===== src/rtl/lcd_refresh_scheduler.sv =====
// Shadow-buffered 16x2 LCD refresh sequencer: streams a 32-char frame as command/data beats to lcd_driver_8.
// Optional macro LCD_SCHED_HOME_EN prefixes every frame with a return-home (8'h02) command beat.
module lcd_refresh_scheduler #(
  parameter int unsigned REFRESH_CYCLES = 2_700_000,
  parameter logic [7:0]  LINE1_CMD      = 8'h80,
  parameter logic [7:0]  LINE2_CMD      = 8'hC0
) (
  input  logic       sys_clk,
  input  logic       sys_rst_n,
  input  logic       wr_en,
  input  logic [4:0] wr_addr,
  input  logic [7:0] wr_data,
  input  logic       force_refresh,
  input  logic       lcd_ready,
  output logic       lcd_valid,
  output logic       lcd_rs,
  output logic [7:0] lcd_data,
  output logic       busy,
  output logic       frame_done
);

  localparam int unsigned      CNT_W    = (REFRESH_CYCLES > 2) ? $clog2(REFRESH_CYCLES) : 1;
  localparam logic [CNT_W-1:0] CNT_LAST = CNT_W'(REFRESH_CYCLES - 1);
`ifdef LCD_SCHED_HOME_EN
  localparam logic [7:0]       HOME_CMD = 8'h02;
`endif

  typedef enum logic [2:0] {
    S_IDLE, S_HOME, S_ADDR1, S_LINE1, S_ADDR2, S_LINE2
  } state_t;

  logic [31:0][7:0] r_buf;
  logic             r_dirty;
  logic             r_pend_force;
  logic [CNT_W-1:0] r_tick_cnt;
  state_t           r_state;
  logic [4:0]       r_idx;
  logic             r_valid;
  logic             r_rs;
  logic [7:0]       r_data;
  logic             r_frame_done;

  logic             w_tick;
  logic             w_xfer;
  logic             w_start;
  logic             w_load;
  logic             w_done;
  state_t           w_state_nxt;
  logic [4:0]       w_idx_nxt;
  logic             w_nxt_rs;
  logic [7:0]       w_nxt_data;

  assign w_tick = (r_tick_cnt == CNT_LAST);
  assign w_xfer = r_valid && lcd_ready;

  // Free-running refresh timer; frames never pause it.
  always_ff @(posedge sys_clk or negedge sys_rst_n) begin
    if (!sys_rst_n)  r_tick_cnt <= '0;
    else if (w_tick) r_tick_cnt <= '0;
    else             r_tick_cnt <= r_tick_cnt + CNT_W'(1);
  end

  // Host-side shadow buffer; a write racing a frame start keeps dirty so it is repainted later.
  always_ff @(posedge sys_clk or negedge sys_rst_n) begin
    if (!sys_rst_n) begin
      for (int i = 0; i < 32; i++) r_buf[i] <= 8'h20;
      r_dirty      <= 1'b1;
      r_pend_force <= 1'b0;
    end else begin
      if (wr_en) r_buf[wr_addr] <= wr_data;
      if (w_start)    r_dirty <= wr_en;
      else if (wr_en) r_dirty <= 1'b1;
      r_pend_force <= w_start ? 1'b0 : (r_pend_force | force_refresh);
    end
  end

  // Each transfer launches the following beat, capturing buffer data at launch.
  always_comb begin
    w_state_nxt = r_state;
    w_idx_nxt   = r_idx;
    w_load      = 1'b0;
    w_start     = 1'b0;
    w_done      = 1'b0;
    w_nxt_rs    = r_rs;
    w_nxt_data  = r_data;
    case (r_state)
      S_IDLE: begin
        if ((w_tick && r_dirty) || r_pend_force || force_refresh) begin
          w_start   = 1'b1;
          w_load    = 1'b1;
          w_idx_nxt = 5'd0;
          w_nxt_rs  = 1'b0;
`ifdef LCD_SCHED_HOME_EN
          w_state_nxt = S_HOME;
          w_nxt_data  = HOME_CMD;
`else
          w_state_nxt = S_ADDR1;
          w_nxt_data  = LINE1_CMD;
`endif
        end
      end
`ifdef LCD_SCHED_HOME_EN
      S_HOME: begin
        if (w_xfer) begin
          w_state_nxt = S_ADDR1;
          w_load      = 1'b1;
          w_nxt_rs    = 1'b0;
          w_nxt_data  = LINE1_CMD;
        end
      end
`endif
      S_ADDR1: begin
        if (w_xfer) begin
          w_state_nxt = S_LINE1;
          w_load      = 1'b1;
          w_nxt_rs    = 1'b1;
          w_nxt_data  = r_buf[r_idx];
          w_idx_nxt   = r_idx + 5'd1;
        end
      end
      S_LINE1: begin
        if (w_xfer) begin
          w_load = 1'b1;
          if (r_idx == 5'd16) begin
            w_state_nxt = S_ADDR2;
            w_nxt_rs    = 1'b0;
            w_nxt_data  = LINE2_CMD;
          end else begin
            w_nxt_rs   = 1'b1;
            w_nxt_data = r_buf[r_idx];
            w_idx_nxt  = r_idx + 5'd1;
          end
        end
      end
      S_ADDR2: begin
        if (w_xfer) begin
          w_state_nxt = S_LINE2;
          w_load      = 1'b1;
          w_nxt_rs    = 1'b1;
          w_nxt_data  = r_buf[r_idx];
          w_idx_nxt   = r_idx + 5'd1;
        end
      end
      S_LINE2: begin
        // Index wraps to 0 once char 31 has been launched.
        if (w_xfer) begin
          if (r_idx == 5'd0) begin
            w_state_nxt = S_IDLE;
            w_done      = 1'b1;
          end else begin
            w_load     = 1'b1;
            w_nxt_rs   = 1'b1;
            w_nxt_data = r_buf[r_idx];
            w_idx_nxt  = r_idx + 5'd1;
          end
        end
      end
      default: w_state_nxt = S_IDLE;
    endcase
  end

  always_ff @(posedge sys_clk or negedge sys_rst_n) begin
    if (!sys_rst_n) begin
      r_state      <= S_IDLE;
      r_idx        <= 5'd0;
      r_valid      <= 1'b0;
      r_rs         <= 1'b0;
      r_data       <= 8'h00;
      r_frame_done <= 1'b0;
    end else begin
      r_state      <= w_state_nxt;
      r_idx        <= w_idx_nxt;
      r_rs         <= w_nxt_rs;
      r_data       <= w_nxt_data;
      r_frame_done <= w_done;
      if (w_load)      r_valid <= 1'b1;
      else if (w_xfer) r_valid <= 1'b0;
    end
  end

  assign lcd_valid  = r_valid;
  assign lcd_rs     = r_rs;
  assign lcd_data   = r_data;
  assign busy       = (r_state != S_IDLE);
  assign frame_done = r_frame_done;

endmodule


===== config.mk =====
export PLATFORM = sky130hd
export DESIGN_NAME = lcd_refresh_scheduler
export DESIGN_NICKNAME = d
export VERILOG_FILES = /design/src/rtl/lcd_refresh_scheduler.sv
export SDC_FILE = /design/constraint.sdc
export NUM_CORES = 1
export LEC_CHECK = 0
export ABC_AREA = 1
export CORE_ASPECT_RATIO = 2
export CORE_MARGIN = 10
export CORE_UTILIZATION = 35
export CTS_CLUSTER_SIZE = 30
export DETAILED_ROUTE_END_ITERATION = 16
export MAX_ROUTING_LAYER = met4
export PLACE_DENSITY = 0.61
export RECOVER_POWER = 50
export SYNTH_ARGS = -nofsm -noshare
export SYNTH_HDL_FRONTEND = slang
export SYNTH_SLANG_ARGS = --single-unit

===== constraint.sdc =====
create_clock -name sys_clk -period 4.2 [get_ports sys_clk]
set_input_delay 0.84 -clock sys_clk [delete_from_list [all_inputs] [get_ports sys_clk]]
set_output_delay 0.84 -clock sys_clk [all_outputs]
set_load 0.1 [all_outputs]

==> out/results.txt <==
GRT Total Usage - 0.1719
# IOs - 30
Post-CTS Setup Inserts - 0
First-pass GRT wire length - 65,420 um
Total power - 9.172 mW
Final Hold Violating Endpoints - 0
Max stage delay on crit path - 2.02 ns
Fin Setup TNS - 0 ns
Top cells by area, synth - dfrtp_1 47%, nand2_1 12%, o21ai_0 12%
Final instance count without filler cells - 2,266
Core ar. - 39,560 um^2
Post-cts resize count - 0
Maximum VDD drop - 0.3290 mV
Synthesis-to-layout area growth - 11.51%
Pins over their slew limit - 110
Syn Nets - 1,769
CP Data Required Time - 4.79 ns
Vias per cell - 5.184
Routed via count - 11,750
Top Family by Delay on Critical Path - buffers and inverters
Iter 0 DRT Violations - 862
TritonCTS clock tree - yes
Ys async rst share - 1.000
Initial antenna violation count - 1
Initial Util - 0.3545
Fin nets - 1,742
Most frequent cell after synthesis - nand2_1
Hold Buf Count CTS - 0
Cell Area, Synth - 14,030 um^2
Max_cap viols - 1
Site row count - 103
I/O Buffers - 29
DPL Wire Length - 27,150 um
Largest net degree at the start of global routing - 140
Yosys top cell by area - dfrtp_1
Hold_ws - 0.4652 ns
Synth top area share - 0.4746
Clk root buf - clkbuf_16
Die height - 303.1 um
Longest Clk Path Bufs - 3
Num CTS Buffers - 25
Peak Freq - 0.3101 GHz
Yosys reg bits - 299
Top cell by count, worst path - clkbuf_2
WP buf/inv - 2
Register Area - 7528 um^2
Final period utilization - 0.7679
Cells along the critical path - clkbuf_2 -> clkbuf_2
DRC Markers - 0
CP arrival - 3.81 ns
HP Class - reg -> reg
Grt total ovfl - 0
Crit path max fanout - 110
Leakage - 7.106 nW
Sequential area share after synthesis - 0.5364
Worst clock skew - 0.01142 ns
Vias in the first global route - 11,550
Actual transition at the worst max-transition pin - 2.941 ns
CP max stage cell - clkbuf_2
Antenna-violating nets left - 0
EDFF count, synth - 0
H-tree lvl count - 1
Rel. slew slack - -0.9609
Status - finished with violations
Syn. warnings - 0
Die Wd - 161.6 um
Critical Path Source Type - primary input
Clk slew on worst S/H paths - 0.07 ns
Clock Sinks - 299
Layout cells sized above 1 - 0.06786
Synth cell count leaders - 458 x nand2_1, 343 x o21ai_0, 266 x dfrtp_1
Detailed Routing Iterations Pass 1 - 5
Worst setup path category - in -> async
Yosys cell types - 38
Multi-input logic area - 5677 um^2
WL/cell - 18.05 um
Placed Instances - 2,219
RD Place Congestion - 0.8785
Unrepaired setup endpoints after global routing - false
# setup viols final - 0
Main synth FF type - dfrtp_1
Power density over cell area - 586.5 nW/um^2
Critical Path End Type - asynchronous set/reset pin
Synthesized area per cell - 8.024 um^2
Syn Inst Count - 1,748
Worst-skew pair later-pin latency - 0.54 ns
Final min period - 3.225 ns
Filler Cell Count - 4,074
Die area - 48,970 um^2
Routed WL - 40,910 um
Failing checks - capacitance limit, slew limit
-- registers in the layout, summed over array words and instances, names as in the netlist --
signal / flops
r_idx: 5
lcd_rs: 1
lcd_valid: 1
r_dirty: 1
r_tick_cnt: 22
r_buf: 256
r_pend_force: 1
r_state: 3
lcd_data: 8
frame_done: 1
-- metrics by stage --
step	setup WS, ns	cell area (um^2)	utilization
2_1_floorplan	2.007	14030	-
4_1_cts	1.002	15660	0.3958
3_5_place_dp	0.9476	14770	0.3733
5_1_grt	0.4703	15640	0.3952
3_3_place_gp	1.027	14770	0.3733
6_report	0.9748	15640	0.3953
-- final cells by class --
class,instances,area share
inverter,103,0.02480
tap,525,0.04200
timing repair buffer,52,0.03160
multi-input combinational,1240,0.3630
antenna,2,0.0003200
clock inverter,6,0.008480
clock buffer,39,0.04848
sequential,299,0.4814
-- power breakdown --
group / switching (mW) / internal (mW)
clock: 1.06 / 1.48
combinational: 1.98 / 0.834
sequential: 0.334 / 3.48
-- metal layers --
metal,share of wire,vias to the layer above,routed length (um),global-route usage
met3,0.043,90,1771,0.01827
met1,0.39,5669,15780,0.1904
li1,-,5670,-,-
met4,0.052,0,2128,0.08808
met2,0.52,319,21230,0.3007
met5,0,-,0,-
-- kinds of logic after synthesis --
| family | share of synthesized area |
|---|---|
| simple gates | 0.2327 |
| compound gates | 0.1625 |
| flops | 0.5364 |
| buf+inv | 0.05888 |
| xor+xnor | 0.006780 |
| fa+ha+maj | 0.002676 |
-- path summary, 6_finish.rpt --
| path | start | end | slack, ns | cells past startpoint |
|---|---|---|---|---|
| setup reg to reg | r_idx[1]$_DFFE_PN0P_ | lcd_data[1]$_DFFE_PN0P_ | 1.08 | 9 |
| min in group asynchronous | sys_rst_n | r_tick_cnt[4]$_DFF_PN0_ | 1.23 | 1 |
| hold reg to reg | r_tick_cnt[0]$_DFF_PN0_ | r_tick_cnt[0]$_DFF_PN0_ | 0.47 | 1 |
| hold / removal | r_tick_cnt[0]$_DFF_PN0_ | r_tick_cnt[0]$_DFF_PN0_ | 0.47 | 1 |
| setup / recovery | sys_rst_n | r_buf[247]$_DFFE_PN0P_ | 0.97 | 2 |
| max in group sys_clk | r_state[0]$_DFFE_PN0P_ | busy | 1.01 | 3 |
-- cell usage in the layout (no fill, tap or decap), types with 4 or more instances in the layout --
master	instances
nand3_1	77
a21oi_1	36
inv_2	4
clkbuf_1	7
buf_12	4
dfstp_2	33
clkbuf_8	8
nor2_1	205
clkbuf_2	5
o22ai_1	14
inv_1	96
clkdlybuf4s50_1	28
xor2_1	6
o211ai_1	34
nand4_1	13
nand2_1	458
nor2_4	4
nor3_1	22
clkbuf_16	25
bufinv_16	4
buf_4	14
dfrtp_1	264
o21ai_0	343
Power figures use the tool's default switching activity.
